===== config.mk =====
export PLATFORM = sky130hd
export DESIGN_NAME = dram_port_arbiter
export DESIGN_NICKNAME = d
export VERILOG_FILES = /design/src/rtl/ppu_pkg.sv /design/src/rtl/dram_req_mux.sv /design/src/rtl/dram_port_arbiter.sv
export SDC_FILE = /design/constraint.sdc
export NUM_CORES = 1
export LEC_CHECK = 0
export CAP_MARGIN = 10
export CORE_MARGIN = 3
export CORE_UTILIZATION = 30
export DETAILED_ROUTE_END_ITERATION = 10
export PLACE_DENSITY = 0.82
export SKIP_CTS_REPAIR_TIMING = 1
export SLEW_MARGIN = 15
export SYNTH_ARGS = -nofsm -noshare
export SYNTH_HDL_FRONTEND = slang
export SYNTH_SLANG_ARGS = --single-unit

===== constraint.sdc =====
create_clock -name clk -period 1.7 [get_ports clk]
set_clock_uncertainty 0.05 [all_clocks]
set_input_delay 0.34 -clock clk [delete_from_list [all_inputs] [get_ports clk]]
set_output_delay 0.34 -clock clk [all_outputs]
set_load 0.02 [all_outputs]

===== src/rtl/ppu_pkg.sv =====
// Definitions shared by the data RAM, the control unit and the RAM port arbiter:
// arbiter state encoding and access-size codes.
package ppu_pkg;

  typedef enum logic {
    ARB_P_OWN   = 1'b0,
    ARB_X_FORCE = 1'b1
  } arb_state_t;

  typedef enum logic [1:0] {
    SIZE_BYTE = 2'b00,
    SIZE_HALF = 2'b01,
    SIZE_WORD = 2'b10
  } mem_size_t;

endpackage


===== src/rtl/dram_req_mux.sv =====
// Two-way payload mux steering either the pipeline or the external request onto
// the data RAM control lines. Purely combinational.
module dram_req_mux #(
  parameter int ADDR_W = 9,
  parameter int DATA_W = 32
) (
  input  logic              sel_x,
  input  logic              p_e,
  input  logic              p_rw,
  input  logic [1:0]        p_size,
  input  logic              p_se,
  input  logic [ADDR_W-1:0] p_addr,
  input  logic [DATA_W-1:0] p_wdata,
  input  logic              x_e,
  input  logic              x_rw,
  input  logic [1:0]        x_size,
  input  logic              x_se,
  input  logic [ADDR_W-1:0] x_addr,
  input  logic [DATA_W-1:0] x_wdata,
  output logic [ADDR_W-1:0] ram_a,
  output logic [DATA_W-1:0] ram_di,
  output logic [1:0]        ram_size,
  output logic              ram_rw,
  output logic              ram_e,
  output logic              ram_se
);

  assign ram_e    = sel_x ? x_e     : p_e;
  assign ram_rw   = sel_x ? x_rw    : p_rw;
  assign ram_size = sel_x ? x_size  : p_size;
  assign ram_se   = sel_x ? x_se    : p_se;
  assign ram_a    = sel_x ? x_addr  : p_addr;
  assign ram_di   = sel_x ? x_wdata : p_wdata;

endmodule


===== src/rtl/dram_port_arbiter.sv =====
// Shares the single-port data RAM between the pipeline MEM stage (priority) and an
// external loader/debug port, forcing one external slot after STARVE_LIMIT blocked cycles.
module dram_port_arbiter
  import ppu_pkg::*;
#(
  parameter int ADDR_W       = 9,
  parameter int DATA_W       = 32,
  parameter int STARVE_LIMIT = 4
) (
  input  logic              clk,
  input  logic              reset,
  input  logic              p_e,
  input  logic              p_rw,
  input  logic [1:0]        p_size,
  input  logic              p_se,
  input  logic [ADDR_W-1:0] p_addr,
  input  logic [DATA_W-1:0] p_wdata,
  output logic [DATA_W-1:0] p_rdata,
  output logic              p_stall,
  input  logic              x_valid,
  output logic              x_ready,
  input  logic              x_rw,
  input  logic [1:0]        x_size,
  input  logic              x_se,
  input  logic [ADDR_W-1:0] x_addr,
  input  logic [DATA_W-1:0] x_wdata,
  output logic [DATA_W-1:0] x_rdata,
  output logic              x_rvalid,
  output logic [ADDR_W-1:0] ram_a,
  output logic [DATA_W-1:0] ram_di,
  output logic [1:0]        ram_size,
  output logic              ram_rw,
  output logic              ram_e,
  output logic              ram_se,
  input  logic [DATA_W-1:0] ram_do
);

  localparam int              CNT_W    = $clog2(STARVE_LIMIT + 1);
  localparam logic [CNT_W-1:0] CNT_LAST = CNT_W'(STARVE_LIMIT - 1);

  arb_state_t       state, state_next;
  logic [CNT_W-1:0] wait_cnt, wait_cnt_next;
  logic             contested;
  logic             x_own;

  assign contested = x_valid && p_e;

  // Reset drops any grant combinationally so the RAM reverts to the pipeline at once.
  always_comb begin
    x_own = 1'b0;
    if (!reset) x_own = (state == ARB_X_FORCE) ? x_valid : (x_valid && !p_e);
  end

  assign x_ready = x_own;
  assign p_stall = !reset && (state == ARB_X_FORCE) && contested;
  assign p_rdata = ram_do;

  // NOTE: every output of a combinational block gets a default first, so no path can infer a latch.
  always_comb begin
    state_next    = ARB_P_OWN;
    wait_cnt_next = '0;
    if (state == ARB_P_OWN && contested) begin
      if (wait_cnt == CNT_LAST) state_next    = ARB_X_FORCE;
      else                      wait_cnt_next = wait_cnt + CNT_W'(1);
    end
  end

  // NOTE: clocked state uses non-blocking assignments so every register samples pre-edge values.
  always_ff @(posedge clk or posedge reset) begin
    if (reset) begin
      state    <= ARB_P_OWN;
      wait_cnt <= '0;
      x_rdata  <= '0;
      x_rvalid <= 1'b0;
    end else begin
      state    <= state_next;
      wait_cnt <= wait_cnt_next;
      x_rvalid <= x_own && !x_rw;
      if (x_own && !x_rw) x_rdata <= ram_do;
    end
  end

  dram_req_mux #(
    .ADDR_W (ADDR_W),
    .DATA_W (DATA_W)
  ) u_mux (
    .sel_x    (x_own),
    .p_e      (p_e),
    .p_rw     (p_rw),
    .p_size   (p_size),
    .p_se     (p_se),
    .p_addr   (p_addr),
    .p_wdata  (p_wdata),
    .x_e      (x_valid),
    .x_rw     (x_rw),
    .x_size   (x_size),
    .x_se     (x_se),
    .x_addr   (x_addr),
    .x_wdata  (x_wdata),
    .ram_a    (ram_a),
    .ram_di   (ram_di),
    .ram_size (ram_size),
    .ram_rw   (ram_rw),
    .ram_e    (ram_e),
    .ram_se   (ram_se)
  );

endmodule


# Word level (Yosys, flattened, before mapping)
# Index checks and enable logic that the tools add are counted.
dict set report totals {
  out_inout_bits 113
  elab_cells 28
  inputBits 126
  ff_bits 37
}
dict set report classes {
  reduce_logical 9
  bitwise 1
  addsub 1
  muxes 12
  eq_ne 1
}
# op n
set op_table {}
lappend op_table {{$mux 32} 1}
lappend op_table {{$mux 9} 1}
lappend op_table {{$mux 1} 7}
lappend op_table {{$logic_and 1x1->1} 6}
lappend op_table {{$mux 3} 2}
lappend op_table {{$add 3x1->3 const B} 1}
lappend op_table {{$eq 3x2->1 const B} 1}
lappend op_table {{$logic_not 1->1} 3}
lappend op_table {{$mux 2} 1}
lappend op_table {{$not 1->1} 1}

# Logic depth before layout (Yosys ltp)
dict set report depth {
  word_depth 5
  ltp_mapped 5
  ltp_nobuf 3
}

# By module
# From an unflattened synthesis, not the netlist that was laid out.
dict set report hier_totals {
  hier_cells 169
  hier_area_um2 2419.8
}
# module area_per_inst_um2 cells_each instances seq_area_each_um2
set modules_own_cells {}
lappend modules_own_cells {dram_port_arbiter 1660.3 118 1 925.9}
lappend modules_own_cells {dram_req_mux 759.5 51 1 0.0}

# Worst setup path after synthesis
# OpenSTA, ideal clock, no wires.
dict set report synth_path {
  path_type {input port to output port}
  startpoint {input reset}
  endpoint {output ram_rw}
  t_arrival_ns 1.290
  setup_slack_ns 0.020
  stages 5
  path_buffers 2
  required_time_ns 1.310
  path_cell_list {nand2b_4 -> a21o_1 -> buf_6 -> buf_6 -> a21oi_1}
}
dict set report synth_between {
  elab_chain_cells 2
}
# element line_no
set synth_rtl {}
lappend synth_rtl {{start: declaration} dram_port_arbiter.sv:11} ;# input logic reset,
lappend synth_rtl {{$mux 1} dram_port_arbiter.sv:51} ;# if (!reset) x_own = (state == ARB_X_FORCE) ? x_valid : (x_valid && !p_e);
lappend synth_rtl {{$mux 1} dram_req_mux.sv:29} ;# assign ram_rw = sel_x ? x_rw : p_rw;
lappend synth_rtl {{end: declaration} dram_port_arbiter.sv:32} ;# output logic ram_rw,
# Every way passes these cells.

# Worst setup path in the final report
dict set report layout_path {
  startpoint {register state}
  endpoint {output ram_a[0]}
}
dict set report layout_between {
  elab_chain_cells 3
}
# element line_no
set layout_rtl {}
lappend layout_rtl {{start: declaration} dram_port_arbiter.sv:41} ;# arb_state_t state, state_next;
lappend layout_rtl {{start signal: assignment} dram_port_arbiter.sv:76} ;# state <= state_next;
lappend layout_rtl {{$mux 1 (2 in a row)} dram_port_arbiter.sv:51}
lappend layout_rtl {{$mux 9} dram_req_mux.sv:32} ;# assign ram_a = sel_x ? x_addr : p_addr;
lappend layout_rtl {{end: declaration} dram_port_arbiter.sv:29} ;# output logic [ADDR_W-1:0] ram_a,
# Every way passes these cells.

==> results.txt <==
status: finished with violations
failing checks: negative setup slack
Clock Latency Late Sink: 0.28 ns
vias in the first global route: 2312
most frequent cells in the layout: 144 x clkdlybuf4s50_1, 56 x mux2_4, 47 x dlymetal6s2s_1
leakage dissipation: 2.84 nW
Iteration-0 DRC Markers: 22
top cell type's share of synthesized area: 38.8%
fraction of layout cells with a size suffix above 1: 41.8%
Worst-Margin Slew: 0.288 ns
Post-DRT Antenna Nets: 0
final worst-path cycle share: 118%
Worst setup SP type: flip-flop
WL/cell: 18.7 um
pwr dens: 692 nW/um^2
Sink Count: 37
Area growth, synth to finish: 122%
setup ws final: -0.308 ns
R2R depth: 7
CP endpoint kind: output port
Net Sw Frac: 30.9%
commonest non-fill, non-tap cell in the layout: clkdlybuf4s50_1
Req. time, crit path: 1.31 ns
Yosys warning total: 0
GP Congestion: 0.679
DR vias/cell: 4.37
final slew viol count: 0
WS Path Type: reg -> out
RSZ-0062 raised after global routing: true
post-synthesis cell type count: 19
DRC violations left: 0
Post-Syn Area: 2390 um^2
synthesized area per cell: 13.9 um^2
FF+latch count, synth: 37
Final Critical Period: 2.01 ns
largest net degree at the start of global routing: 38
CTS H-tree depth: 2
HP Class: in -> async
Die W: 95.2 um
sw power: 1.14 mW
clk slew on worst S/H paths: 0.08 ns
FILL cells: 544
FP Rows: 31
Ant. Diodes: 0
Worst EP arrival: 1.62 ns
worst vdd ir: 511 uV
I/O Pins: 239
Synth Instances: 172
DRT Pass-1 Iters: 4
Pwr Total: 3.67 mW
first-pass GRT wire length: 12200 um
worst hold slack: 0.215 ns
clock buffer depth: 2
CTS tree: built
Logic pwr share: 47.8%
setup TNS: -13.54 ns
Finished Layout Cells: 515
core outline area: 7490 um^2
sequential element share of the synthesized area: 38.8%
total die area: 9060 um^2
max-cap violations: 0
effective utilization at floorplan: 31.9%
Post-Syn Nets: 299
gr usage total: 17.4%
IO buf count: 238
leading area contributor after synthesis: dfrtp_1
root buffer cell: clkbuf_8
Max Fclk: 498 MHz
largest cells by area after synthesis: dfrtp_1 39%, mux2_4 24%, mux2_2 18%, buf_4 10%, buf_6 3.8%
placed cell count: 496
Congestion Overflow GR: 0
Seq pwr share: 31.2%
P_int: 2.54 mW
HPWL Detailed: 7400 um
Final Setup Violations: 63
DRT Wirelength: 9630 um
Clock Power Share: 21.0%
vias post-DR: 2249
nets@finish: 542
Max-slew headroom: 80.7%
Final Hold Fails: 0
die height: 95.2 um
total CTS buffers: 5
critical-path maximum fanout: 8
initial antenna violation count: 0
-- flip-flops by register name (all words and copies together) (netlist names) --
register	flops
wait_cnt	3
x_rdata	32
x_rvalid	1
state	1
-- power by group through the flow --
stage,Sequential (mW),Clock [mW],Combinational (mW)
global placement,1.14,0,1.67
detailed placement,1.16,0,1.69
CTS,1.14,0.782,1.70
global route,1.17,0.825,1.84
finish,1.14,0.772,1.76
floorplan,1.36,0,0.551
-- worst max-delay path: stages, from the launching register on --
cell     delay (ns)
dfrtp_1        0.38
inv_2          0.07
a21o_4         0.25
buf_6          0.18
mux2_4         0.30
buf_2          0.17
-- worst paths after layout --
check	endpoint	slack [ns]	startpoint
max in group asynchronous	wait_cnt[0]	1.19	reset
worst max register to register	x_rdata[10]	-0.08	state
min in group clk	wait_cnt[0]	0.40	wait_cnt[0]
worst min-delay path	x_rdata[12]	0.21	reset
worst max-delay path	ram_a[0]	-0.31	state
worst min register to register	wait_cnt[0]	0.40	wait_cnt[0]
-- logic make-up after synthesis --
logic type      count (synthesis)  synth area share (%)
mux                            76                  41.8
buf+inv                        45                  14.6
flops                          37                  38.8
simple gates                   10                  2.88
compound gates                  3                  1.36
fa+ha+maj                       1                 0.524
-- synth_stat cells --
cell type,number
nand2_1,1
nand2b_4,1
nand3b_1,1
buf_6,8
inv_1,5
ha_1,1
a21oi_1,1
nor3_1,1
buf_4,32
or2b_1,1
dfrtp_1,37
nor2_1,1
nand2b_1,1
a21o_1,1
and3_1,1
nor3b_1,2
a211oi_4,1
mux2_4,38
mux2_2,38
-- final cells by class --
cell class	instances	area, um^2	share of cell area [%]
Clock buffer	5	68.8	1.30
Clock inverter	3	43.8	0.826
Sequential cell	37	926	17.5
Multi-Input combinational cell	90	1190	22.5
Tap cell	99	124	2.34
Timing Repair Buffer	276	2930	55.2
Inverter	5	18.8	0.354
-- metrics by stage --
| stage | instance area (um^2) | util, % | setup WS (ns) |
|---|---|---|---|
| after global routing | 5300 | 70.8 | -0.375 |
| after floorplan | 2390 | - | 0.0203 |
| final | 5300 | 70.8 | -0.308 |
| after CTS | 4900 | 65.5 | -0.956 |
| after detailed placement | 4790 | 64.0 | -0.956 |
| after global placement | 4790 | 64.0 | -0.908 |
-- layer usage --
metal	global-route usage (%)	wire length, um	vias up
li1	-	-	1044
met1	16.9	3130	1075
met2	34.5	5470	122
met3	6.63	947	8
met4	3.61	89	0
met5	0	0	-
Note: power is estimated with default switching activity, not from simulation.
